`src/rtl/keypad_pkg.sv`:
```
// rtl/keypad_pkg.sv - shared sizes, FSM states, key-bit map and key-count classifier for the keypad scanner
package keypad_pkg;

    localparam int NUM_ROWS = 4;
    localparam int NUM_COLS = 4;
    localparam int KEY_W    = NUM_ROWS * NUM_COLS;
    localparam int COL_W    = $clog2(NUM_COLS);

    // Digit key positions on the one-hot bus (bit = 4*row + col)
    localparam int KEY_D0 = 3;
    localparam int KEY_D1 = 7;
    localparam int KEY_D2 = 6;
    localparam int KEY_D3 = 5;
    localparam int KEY_D4 = 11;
    localparam int KEY_D5 = 10;
    localparam int KEY_D6 = 9;
    localparam int KEY_D7 = 15;
    localparam int KEY_D8 = 14;
    localparam int KEY_D9 = 13;

    typedef enum logic [1:0] {
        RELEASED = 2'd0,
        PRESSED  = 2'd1,
        MULTI    = 2'd2
    } key_state_e;

    typedef enum logic [1:0] {
        KC_ZERO = 2'd0,
        KC_ONE  = 2'd1,
        KC_MANY = 2'd2
    } key_class_e;

    // Clearing the lowest set bit leaves zero only when exactly one bit was set
    function automatic key_class_e key_class(input logic [KEY_W-1:0] v);
        if (v == '0) begin
            return KC_ZERO;
        end
        if ((v & (v - KEY_W'(1))) == '0) begin
            return KC_ONE;
        end
        return KC_MANY;
    endfunction

endpackage

```
`src/rtl/keypad_col_scanner.sv`:
```
// rtl/keypad_col_scanner.sv - row synchroniser, column strobe sequencer and per-frame key snapshot assembly
module keypad_col_scanner
    import keypad_pkg::*;
#(
    parameter int SCAN_DIV = 1000
) (
    input  logic                clk_i,
    input  logic                rst_i,
    input  logic [NUM_ROWS-1:0] row_n_i,
    output logic [NUM_COLS-1:0] col_n_o,
    output logic [KEY_W-1:0]    frame_o,
    output logic                frame_done_o
);

    localparam int                SLOT_W    = $clog2(SCAN_DIV);
    localparam logic [SLOT_W-1:0] SLOT_LAST = SLOT_W'(SCAN_DIV - 1);
    localparam logic [COL_W-1:0]  COL_LAST  = COL_W'(NUM_COLS - 1);

    logic [NUM_ROWS-1:0] row_meta_q;
    logic [NUM_ROWS-1:0] row_sync_q;
    logic [SLOT_W-1:0]   slot_q, slot_d;
    logic [COL_W-1:0]    col_q, col_d;
    logic [NUM_COLS-1:0] col_n_q, col_n_d;
    logic [KEY_W-1:0]    snap_q, snap_d;
    logic                slot_last;

    always_comb begin
        slot_last = (slot_q == SLOT_LAST);
        slot_d    = slot_last ? '0 : slot_q + SLOT_W'(1);
        col_d     = col_q;
        col_n_d   = col_n_q;
        snap_d    = snap_q;
        if (slot_last) begin
            for (int r = 0; r < NUM_ROWS; r++) begin
                snap_d[r*NUM_COLS + int'(col_q)] = ~row_sync_q[r];
            end
            // Strobe moves on the sampling edge so the next column gets the full slot to settle
            col_d   = col_q + COL_W'(1);
            col_n_d = ~(NUM_COLS'(1) << col_d);
        end
    end

    always_ff @(posedge clk_i) begin
        if (rst_i) begin
            row_meta_q <= '1;
            row_sync_q <= '1;
            slot_q     <= '0;
            col_q      <= '0;
            col_n_q    <= ~NUM_COLS'(1);
            snap_q     <= '0;
        end else begin
            row_meta_q <= row_n_i;
            row_sync_q <= row_meta_q;
            slot_q     <= slot_d;
            col_q      <= col_d;
            col_n_q    <= col_n_d;
            snap_q     <= snap_d;
        end
    end

    assign col_n_o      = col_n_q;
    assign frame_o      = snap_d;
    assign frame_done_o = slot_last && (col_q == COL_LAST);

endmodule

```
`src/rtl/keypad_matrix_scanner.sv`:
```
// rtl/keypad_matrix_scanner.sv - 4x4 keypad scanner: whole-frame debounce and press FSM driving the one-hot key bus
module keypad_matrix_scanner
    import keypad_pkg::*;
#(
    parameter int SCAN_DIV        = 1000,
    parameter int DEBOUNCE_FRAMES = 4
) (
    input  logic                clk,
    input  logic                rst,
    input  logic [NUM_ROWS-1:0] row_n,
    output logic [NUM_COLS-1:0] col_n,
    output logic [KEY_W-1:0]    onehot,
    output logic                key_valid,
    output logic                key_held,
    output logic                multi_key
);

    localparam int                STAB_W   = $clog2(DEBOUNCE_FRAMES + 1);
    localparam logic [STAB_W-1:0] STAB_MAX = STAB_W'(DEBOUNCE_FRAMES);

    logic [KEY_W-1:0]  frame;
    logic              frame_done;
    logic              frame_stable;
    key_class_e        frame_class;

    logic [KEY_W-1:0]  prev_q, prev_d;
    logic [STAB_W-1:0] stable_q, stable_d;
    key_state_e        state_q, state_d;
    logic [KEY_W-1:0]  onehot_q, onehot_d;
    logic              key_valid_q, key_valid_d;
    logic              held_q, held_d;
    logic              multi_q, multi_d;

    keypad_col_scanner #(
        .SCAN_DIV (SCAN_DIV)
    ) u_col_scanner (
        .clk_i        (clk),
        .rst_i        (rst),
        .row_n_i      (row_n),
        .col_n_o      (col_n),
        .frame_o      (frame),
        .frame_done_o (frame_done)
    );

    always_comb begin
        prev_d       = prev_q;
        stable_d     = stable_q;
        frame_stable = 1'b0;
        if (frame_done) begin
            if (frame == prev_q) begin
                stable_d = (stable_q == STAB_MAX) ? STAB_MAX : stable_q + STAB_W'(1);
            end else begin
                stable_d = STAB_W'(1);
            end
            prev_d       = frame;
            frame_stable = (stable_d == STAB_MAX);
        end
    end

    always_comb begin
        state_d     = state_q;
        onehot_d    = onehot_q;
        key_valid_d = 1'b0;
        multi_d     = multi_q;
        frame_class = key_class(frame);
        if (frame_stable) begin
            unique case (state_q)
                RELEASED: begin
                    if (frame_class == KC_ONE) begin
                        state_d     = PRESSED;
                        onehot_d    = frame;
                        key_valid_d = 1'b1;
                    end else if (frame_class == KC_MANY) begin
                        state_d = MULTI;
                        multi_d = 1'b1;
                    end
                end
                PRESSED: begin
                    // A roll-over to another key goes through MULTI so it never pulses
                    if (frame != onehot_q) begin
                        onehot_d = '0;
                        if (frame_class == KC_ZERO) begin
                            state_d = RELEASED;
                        end else begin
                            state_d = MULTI;
                            multi_d = 1'b1;
                        end
                    end
                end
                MULTI: begin
                    if (frame_class == KC_ZERO) begin
                        state_d = RELEASED;
                        multi_d = 1'b0;
                    end
                end
                default: begin
                    state_d  = RELEASED;
                    onehot_d = '0;
                    multi_d  = 1'b0;
                end
            endcase
        end
        held_d = (state_d == PRESSED);
    end

    always_ff @(posedge clk) begin
        if (rst) begin
            prev_q      <= '0;
            stable_q    <= '0;
            state_q     <= RELEASED;
            onehot_q    <= '0;
            key_valid_q <= 1'b0;
            held_q      <= 1'b0;
            multi_q     <= 1'b0;
        end else begin
            prev_q      <= prev_d;
            stable_q    <= stable_d;
            state_q     <= state_d;
            onehot_q    <= onehot_d;
            key_valid_q <= key_valid_d;
            held_q      <= held_d;
            multi_q     <= multi_d;
        end
    end

    assign onehot    = onehot_q;
    assign key_valid = key_valid_q;
    assign key_held  = held_q;
    assign multi_key = multi_q;

endmodule

```
`config.mk`:
```
export PLATFORM = sky130hd
export DESIGN_NAME = keypad_matrix_scanner
export DESIGN_NICKNAME = d
export VERILOG_FILES = /design/src/rtl/keypad_pkg.sv /design/src/rtl/keypad_col_scanner.sv /design/src/rtl/keypad_matrix_scanner.sv
export SDC_FILE = /design/constraint.sdc
export NUM_CORES = 1
export LEC_CHECK = 0
export BUFFER_PORTS_ARGS = -buffer_cell sky130_fd_sc_hd__buf_2
export CAP_MARGIN = 0
export CORE_UTILIZATION = 30
export DETAILED_ROUTE_END_ITERATION = 10
export PLACE_DENSITY = 0.53
export SLEW_MARGIN = 20
export SYNTH_ARGS = -nofsm -noshare
export SYNTH_HDL_FRONTEND = slang
export SYNTH_SLANG_ARGS = --single-unit
export TNS_END_PERCENT = 30
```
`constraint.sdc`:
```
create_clock -name clk -period 4.3 [get_ports clk]
set_input_delay 0.43 -clock clk [delete_from_list [all_inputs] [get_ports clk]]
set_output_delay 0.43 -clock clk [all_outputs]
set_load 0.02 [all_outputs]
```
==> results of run 1 <==
## flip-flops by register name, indices dropped and copies added, names as in the netlist, 2 cells and up
signal / count
onehot: 16
prev_q: 16
u_col_scanner.snap_q: 16
u_col_scanner.slot_q: 10
u_col_scanner.col_n_o: 4
u_col_scanner.row_meta_q: 4
u_col_scanner.row_sync_q: 4
stable_q: 3
state_q: 2
u_col_scanner.col_q: 2
## power breakdown
group          total (mW)  switching [mW]  internal (mW)
sequential          0.754         0.00718          0.747
combinational      0.0324          0.0206         0.0119
clock               0.796           0.313          0.483
total                1.58           0.341           1.24
## metal layers
layer,vias up,track usage,share of wire
met5,-,0,0
met4,0,0.0569,0.019
met3,14,0.0499,0.064
met2,97,0.265,0.46
met1,1567,0.223,0.46
li1,1649,-,-
## through the flow
stage | util | setup WS, ns | std cells
2_1_floorplan | - | 0.467 | 434
3_3_place_gp | 0.344 | 0.330 | 634
3_5_place_dp | 0.344 | 0.217 | 634
4_1_cts | 0.368 | 0.197 | 650
5_1_grt | 0.369 | 0.0851 | 650
6_report | 0.369 | 0.371 | 650
## worst min path at each step
stage | startpoint | endpoint | slack [ns] | cells past startpoint
global route | row_n[0] | u_col_scanner.row_meta_q[0] | 0.27 | 2
global placement | u_col_scanner.row_meta_q[3] | u_col_scanner.row_sync_q[3] | 0.40 | 1
finish | row_n[3] | u_col_scanner.row_meta_q[3] | 0.27 | 2
floorplan | u_col_scanner.row_meta_q[0] | u_col_scanner.row_sync_q[0] | 0.39 | 1
detailed placement | u_col_scanner.row_meta_q[2] | u_col_scanner.row_sync_q[2] | 0.41 | 1
CTS | row_n[3] | u_col_scanner.row_meta_q[3] | 0.26 | 2
## cells in the mapped netlist, types with 6 or more instances
| library cell | number | area (sq um) |
|---|---|---|
| a211oi_1 | 13 | 97.6 |
| nand2b_1 | 8 | 50.1 |
| o2bb2ai_2 | 6 | 90.1 |
| inv_1 | 16 | 60.1 |
| or2_2 | 9 | 56.3 |
| xnor2_1 | 20 | 175 |
| xor2_1 | 18 | 158 |
| nand3_1 | 9 | 45.0 |
| a21oi_1 | 18 | 90.1 |
| o22ai_1 | 6 | 37.5 |
| clkbuf_1 | 15 | 56.3 |
| nor2b_1 | 6 | 37.5 |
| nand2_1 | 30 | 113 |
| ha_1 | 7 | 87.6 |
| nor2_1 | 36 | 135 |
| nor3_1 | 20 | 100 |
| mux2i_1 | 9 | 90.1 |
| o21ai_0 | 14 | 70.1 |
| dfxtp_1 | 80 | 1600 |
## cell type report
cell class	instances	share of cell area
Clock inverter	4	0.0108
Tap cell	172	0.0455
Timing Repair Buffer	49	0.0629
Clock buffer	12	0.0542
Sequential cell	80	0.338
Inverter	19	0.0151
Multi-Input combinational cell	314	0.473
## cell families after synthesis
kind of cell,Yosys count,share of synthesized area
AND/OR/NAND/NOR,152,0.212
AO/OA/AOI/OAI,101,0.188
flip-flops,80,0.399
buffers and inverters,40,0.0462
XOR/XNOR,38,0.0830
multiplexers,15,0.0468
adder cells (fa/ha/maj),8,0.0243
## worst max-delay path, delay by kind of cell (launching register included)
kind | cells | cell delay (ns)
buffers and inverters | 1 | 0.23
adder cells (fa/ha/maj) | 1 | 0.24
AO/OA/AOI/OAI | 4 | 1.10
flip-flops | 1 | 0.35
AND/OR/NAND/NOR | 6 | 1.90
==> impl_metrics.env, run 1 <==
export IMPL_reg2reg_to="onehot[11]"
export IMPL_max_stage_delay_ns=0.59
export IMPL_tritoncts="built"
export IMPL_routed_via_count=3327
export IMPL_gr_total_overflow=0
export IMPL_clock_latency_ns=0.35
export IMPL_holdBufCountCts=0
export IMPL_nets=486
export IMPL_grt_first_pass_wirelength_microns=18300
export IMPL_setup_viol=0
export IMPL_ir_drop_mv=0.181
export IMPL_crit_type="reg2reg"
export IMPL_grt_pass1_vias=3267
export IMPL_placed_area_sq_mm=0.00442
export IMPL_clockRootBuffer="clkbuf_16"
export IMPL_yosysSeqAreaShare=0.399
export IMPL_crit_end="onehot[11]"
export IMPL_synth_seq_cells=80
export IMPL_yosysWarnings=0
export IMPL_status="finished clean"
export IMPL_drv_cap=0
export IMPL_drt_iter0_markers=207
export IMPL_fmax_mhz=254
export IMPL_slowest_stage="or4_1"
export IMPL_antennaDiodeCount=0
export IMPL_grt_max_degree=64
export IMPL_mostFrequentLayoutCell="dfxtp_1"
export IMPL_required_ns=4.54
export IMPL_cp_cell_sequence="ha_1 -> and4_2 -> nand4_4 -> or4_1 -> a211oi_1 -> nand4_1 -> nor3_1 -> nand2_1 -> a31oi_1 -> o22ai_1 -> buf_4 -> a22o_1"
export IMPL_multi_input_area_sq_mm=0.00224
export IMPL_first_pass_iters=4
export IMPL_core_sq_mm=0.0128
export IMPL_synth_area_sq_mm=0.00401
export IMPL_port_buffer_count=28
export IMPL_die_x_microns=118
export IMPL_cts_buffers=9
export IMPL_crit_start="u_col_scanner.slot_q[0]"
export IMPL_grt_total_usage=0.170
export IMPL_dpl_hpwl_microns=8000
export IMPL_period_needed_ns=3.93
export IMPL_ys_async_sr_fraction=0
export IMPL_min_period_over_period=0.914
export IMPL_rsz0062_at_grt="no"
export IMPL_grt_antenna_before_repair=0
export IMPL_top_level_ports=29
export IMPL_synthToLayoutAreaGrowth_pct=18.0
export IMPL_die_height_microns=118
export IMPL_r2r_setup_slack_ns=0.37
export IMPL_htree_levels=3
export IMPL_initial_utilization=0.313
export IMPL_worstPathArrival_ns=4.17
export IMPL_ff_latch_area_sq_mm=0.00160
export IMPL_total_power_mw=1.58
export IMPL_critPathMaxFanout=16
export IMPL_end_kind="flip-flop"
export IMPL_r2r_cells=12
export IMPL_design_area_sq_mm=0.00473
export IMPL_synth_main_ff_cell="dfxtp_1"
export IMPL_hold_path_class="in2reg"
export IMPL_final_hold_viol_count=0
export IMPL_wirelength_microns=11200
export IMPL_holdWs_ns=0.270
export IMPL_drtAntennaViolNets=0
export IMPL_cts_buffer_depth=2
export IMPL_syn_nets=447
export IMPL_die_area_sq_mm=0.0138
export IMPL_worst_setup_path_start_kind="flip-flop"
export IMPL_cts_sinks=80
export IMPL_p_per_area_mw_per_mm2=334
export IMPL_synth_edff_count=0
export IMPL_synth_area_per_cell_sq_um=9.24
export IMPL_ys_types=65
export IMPL_rows=41
export IMPL_drive_above_1_share=0.207
export IMPL_drcViolationCount=0
export IMPL_gp_congestion=0.868
export IMPL_viasPerCell=5.12
export IMPL_post_cts_buffers=0
export IMPL_mostFrequentLayoutCells="dfxtp_1 (80), nor2_1 (36), nand2_1 (30), buf_2 (28), buf_4 (21)"
export IMPL_timing_rr_start="u_col_scanner.slot_q[0]"
export IMPL_clk_pin_slew_worst_paths_ns=0.06
export IMPL_slew_headroom=0.478
export IMPL_drv_slew=0
export IMPL_finClkSkew_ns=0.00855
export IMPL_post_drt_wl_per_cell_microns=17.2
export IMPL_leakage_nw=1.77
export IMPL_fin_setup_tns_ns=0
export IMPL_worst_slew_pin_slew_ns=0.775
export IMPL_fillers=1326
export IMPL_cts_resized=0
export IMPL_synthCells=434
No activity file was read; power rests on OpenSTA's default activity.
==> inputs of run 2 (changes only) <==
--- a/config.mk
+++ b/config.mk
@@ -5,6 +5,7 @@
 export SDC_FILE = /design/constraint.sdc
 export NUM_CORES = 1
 export LEC_CHECK = 0
+export ABC_AREA = 1
 export BUFFER_PORTS_ARGS = -buffer_cell sky130_fd_sc_hd__buf_2
 export CAP_MARGIN = 0
 export CORE_UTILIZATION = 30
==> run 2 against run 1 <==
Net effect:
- final area up 7.6%
- non-clock buffer count down 18
- global-route usage down 1.2 points
- critical path depth up 5
- cell count up 36%
- sequential power down 0.5%
- routed wire length up 3.7%
- critical path type unchanged
- largest power group unchanged
==> impl_metrics.env, run 2 <==
export IMPL_slew_headroom=0.473
export IMPL_dpl_hpwl_microns=8280
export IMPL_fmax_mhz=290
export IMPL_clockRootBuffer="clkbuf_16"
export IMPL_status="finished clean"
export IMPL_worstPathArrival_ns=3.70
export IMPL_swShare=0.217
export IMPL_drv_slew=0
export IMPL_crit_family="simple AND/OR/NAND/NOR gates"
export IMPL_drtAntennaViolNets=0
export IMPL_required_ns=4.55
export IMPL_holdBufCountCts=0
export IMPL_synth_main_ff_cell="dfxtp_1"
export IMPL_worst_slew_pin_slew_ns=0.788
export IMPL_period_needed_ns=3.45
export IMPL_cp_cell_sequence="nand2_4 -> nor2_8 -> nand3_4 -> nand2_1 -> nand2_1 -> nor2_1 -> nand2_1 -> nor2_1 -> nand2_1 -> nand2_1 -> nand2_1 -> nor2_2 -> nand4_2 -> nand2_2 -> nand3_1 -> nand2_1 -> nor2_1"
export IMPL_fillers=1570
export IMPL_synth_area_sq_mm=0.00451
export IMPL_ys_types=34
export IMPL_routed_via_count=4080
export IMPL_ir_drop_mv=0.185
export IMPL_synthCells=672
export IMPL_p_clk_frac=0.515
export IMPL_end_kind="flip-flop"
export IMPL_place_inst=869
export IMPL_finClkSkew_ns=0.00912
export IMPL_core_sq_mm=0.0146
export IMPL_final_hold_viol_count=0
export IMPL_drive_above_1_share=0.130
export IMPL_port_buffer_count=28
export IMPL_post_cts_buffers=0
export IMPL_gr_total_overflow=0
export IMPL_die_x_microns=125
export IMPL_nets=709
export IMPL_max_stage_delay_ns=0.45
export IMPL_min_period_over_period=0.802
export IMPL_yosysSeqAreaShare=0.355
export IMPL_multi_input_area_sq_mm=0.00249
export IMPL_clk_pin_slew_worst_paths_ns=0.06
export IMPL_synthToLayoutAreaGrowth_pct=13.0
export IMPL_critPathMaxFanout=31
export IMPL_initial_utilization=0.309
export IMPL_holdWs_ns=0.252
export IMPL_setup_viol=0
export IMPL_cts_resized=0
export IMPL_top_level_ports=29
export IMPL_post_drt_wl_per_cell_microns=13.1
export IMPL_gp_congestion=0.814
export IMPL_mostFrequentLayoutCells="nand2_1 (192), nor2_1 (94), dfxtp_1 (80), inv_1 (74), nand3_1 (47)"
export IMPL_cp_num_buf_inv=0
export IMPL_cts_buffer_depth=2
export IMPL_synth_seq_cells=80
export IMPL_rows=44
export IMPL_worst_slack_ns=0.850
export IMPL_synth_area_per_cell_sq_um=6.70
export IMPL_slowest_stage="nand2_2"
export IMPL_grt_first_pass_wirelength_microns=19400
export IMPL_drt_iter0_markers=257
export IMPL_die_height_microns=125
export IMPL_worst_setup_path_start_kind="flip-flop"
export IMPL_antennaDiodeCount=0
export IMPL_tritoncts="built"
export IMPL_p_int_mw=1.27
export IMPL_first_pass_iters=5
export IMPL_htree_levels=3
export IMPL_ff_latch_area_sq_mm=0.00160
export IMPL_p_seq_frac=0.464
export IMPL_drcViolationCount=0
export IMPL_wirelength_microns=11600
export IMPL_synth_top_area_frac=0.355
export IMPL_synth_most_common_cell="nand2_1"
export IMPL_clock_latency_ns=0.36
export IMPL_p_per_area_mw_per_mm2=317
export IMPL_die_area_sq_mm=0.0155
export IMPL_ys_async_sr_fraction=0
export IMPL_viasPerCell=4.61
export IMPL_mostFrequentLayoutCell="nand2_1"
export IMPL_grt_pass1_vias=3809
export IMPL_leakage_nw=2.45
export IMPL_dp_slack_ns=0.913
export IMPL_yosysWarnings=0
export IMPL_syn_nets=685
export IMPL_critPathMostFrequentCell="nand2_1"
export IMPL_final_util=0.349
export IMPL_layout_cells_non_filler=885
export IMPL_grt_total_usage=0.158
export IMPL_drv_cap=0
export IMPL_cts_sinks=80
export IMPL_power_frac_comb=0.021
export IMPL_hold_path_class="in2reg"
export IMPL_crit_type="reg2reg"
export IMPL_synthTopCellsByArea="dfxtp_1 (36%), nand2_1 (16%), nor2_1 (7.8%)"
export IMPL_p_sw_mw=0.350
export IMPL_grt_max_degree=32
export IMPL_fin_setup_tns_ns=0
export IMPL_netlist_top_cells_count="nand2_1 (192), nor2_1 (94), dfxtp_1 (80)"
export IMPL_rsz0062_at_grt="no"
export IMPL_grt_antenna_before_repair=0
export IMPL_cts_buffers=9
export IMPL_synth_edff_count=0
export IMPL_synth_area_leader_cell="dfxtp_1"
-- run 2: changes by cell type in the layout (fill, tap and decap cells not counted), sizes merged, moves of 10 or more --
cell / previous run / this run
o2bb2ai: 10 / 0
inv: 20 / 76
nand3: 9 / 49
o21ai: 14 / 26
nor3: 20 / 5
nand2: 31 / 213
nand4: 6 / 20
a211oi: 13 / 0
nor2: 36 / 105
buf: 49 / 31
xnor2: 20 / 1
mux2i: 14 / 0
-- run 2: logic make-up (layout without fill, tap and decap cells) --
kind of cell / after synthesis / in the layout / share of synthesized area
DFF: 80 / 80 / 0.355
adders and majority gates: 7 / 7 / 0.0194
AOI/OAI and AO/OA: 71 / 71 / 0.0850
xor gates and xnor gates: 16 / 16 / 0.0311
buffers and inverters: 95 / 124 / 0.0911
and+or+nand+nor: 403 / 403 / 0.418
-- run 2: final timing paths --
| path | start | to | slack, ns | cells after the start |
|---|---|---|---|---|
| hold / removal | row_n[0] | u_col_scanner.row_meta_q[0] | 0.25 | 2 |
| hold reg to reg | u_col_scanner.row_meta_q[3] | u_col_scanner.row_sync_q[3] | 0.41 | 1 |
| setup reg to reg | u_col_scanner.slot_q[6] | onehot[5] | 0.85 | 17 |
| setup / recovery | u_col_scanner.slot_q[6] | onehot[5] | 0.85 | 17 |
-- run 2: cell type report --
cell class	count	area share
Multi-Input combinational cell	497	0.490
Tap cell	184	0.0452
Sequential cell	80	0.315
Inverter	77	0.0568
Clock inverter	5	0.0160
Clock buffer	11	0.0457
Timing Repair Buffer	31	0.0319
-- run 2: through the flow --
step | cell area [sq um] | power (mW)
6_report | 5090 | 1.62
3_5_place_dp | 4780 | 0.801
5_1_grt | 5090 | 1.67
2_1_floorplan | 4510 | 0.790
4_1_cts | 5090 | 1.63
3_3_place_gp | 4780 | 0.801
-- run 2: routing by layer --
layer	part of all wire	vias up	global-route usage
met1	0.51	1818	0.212
met2	0.44	51	0.244
met3	0.025	23	0.0309
met4	0.025	0	0.0673
li1	-	2188	-
met5	0	-	0
-- run 2: power by group through the flow --
stage,clock [mW],combinational (mW),sequential (mW)
after global placement,0,0.0345,0.766
after detailed placement,0,0.0343,0.766
after CTS,0.847,0.0343,0.750
after floorplan,0,0.0242,0.765
final,0.831,0.0343,0.750
after global routing,0.879,0.0405,0.750
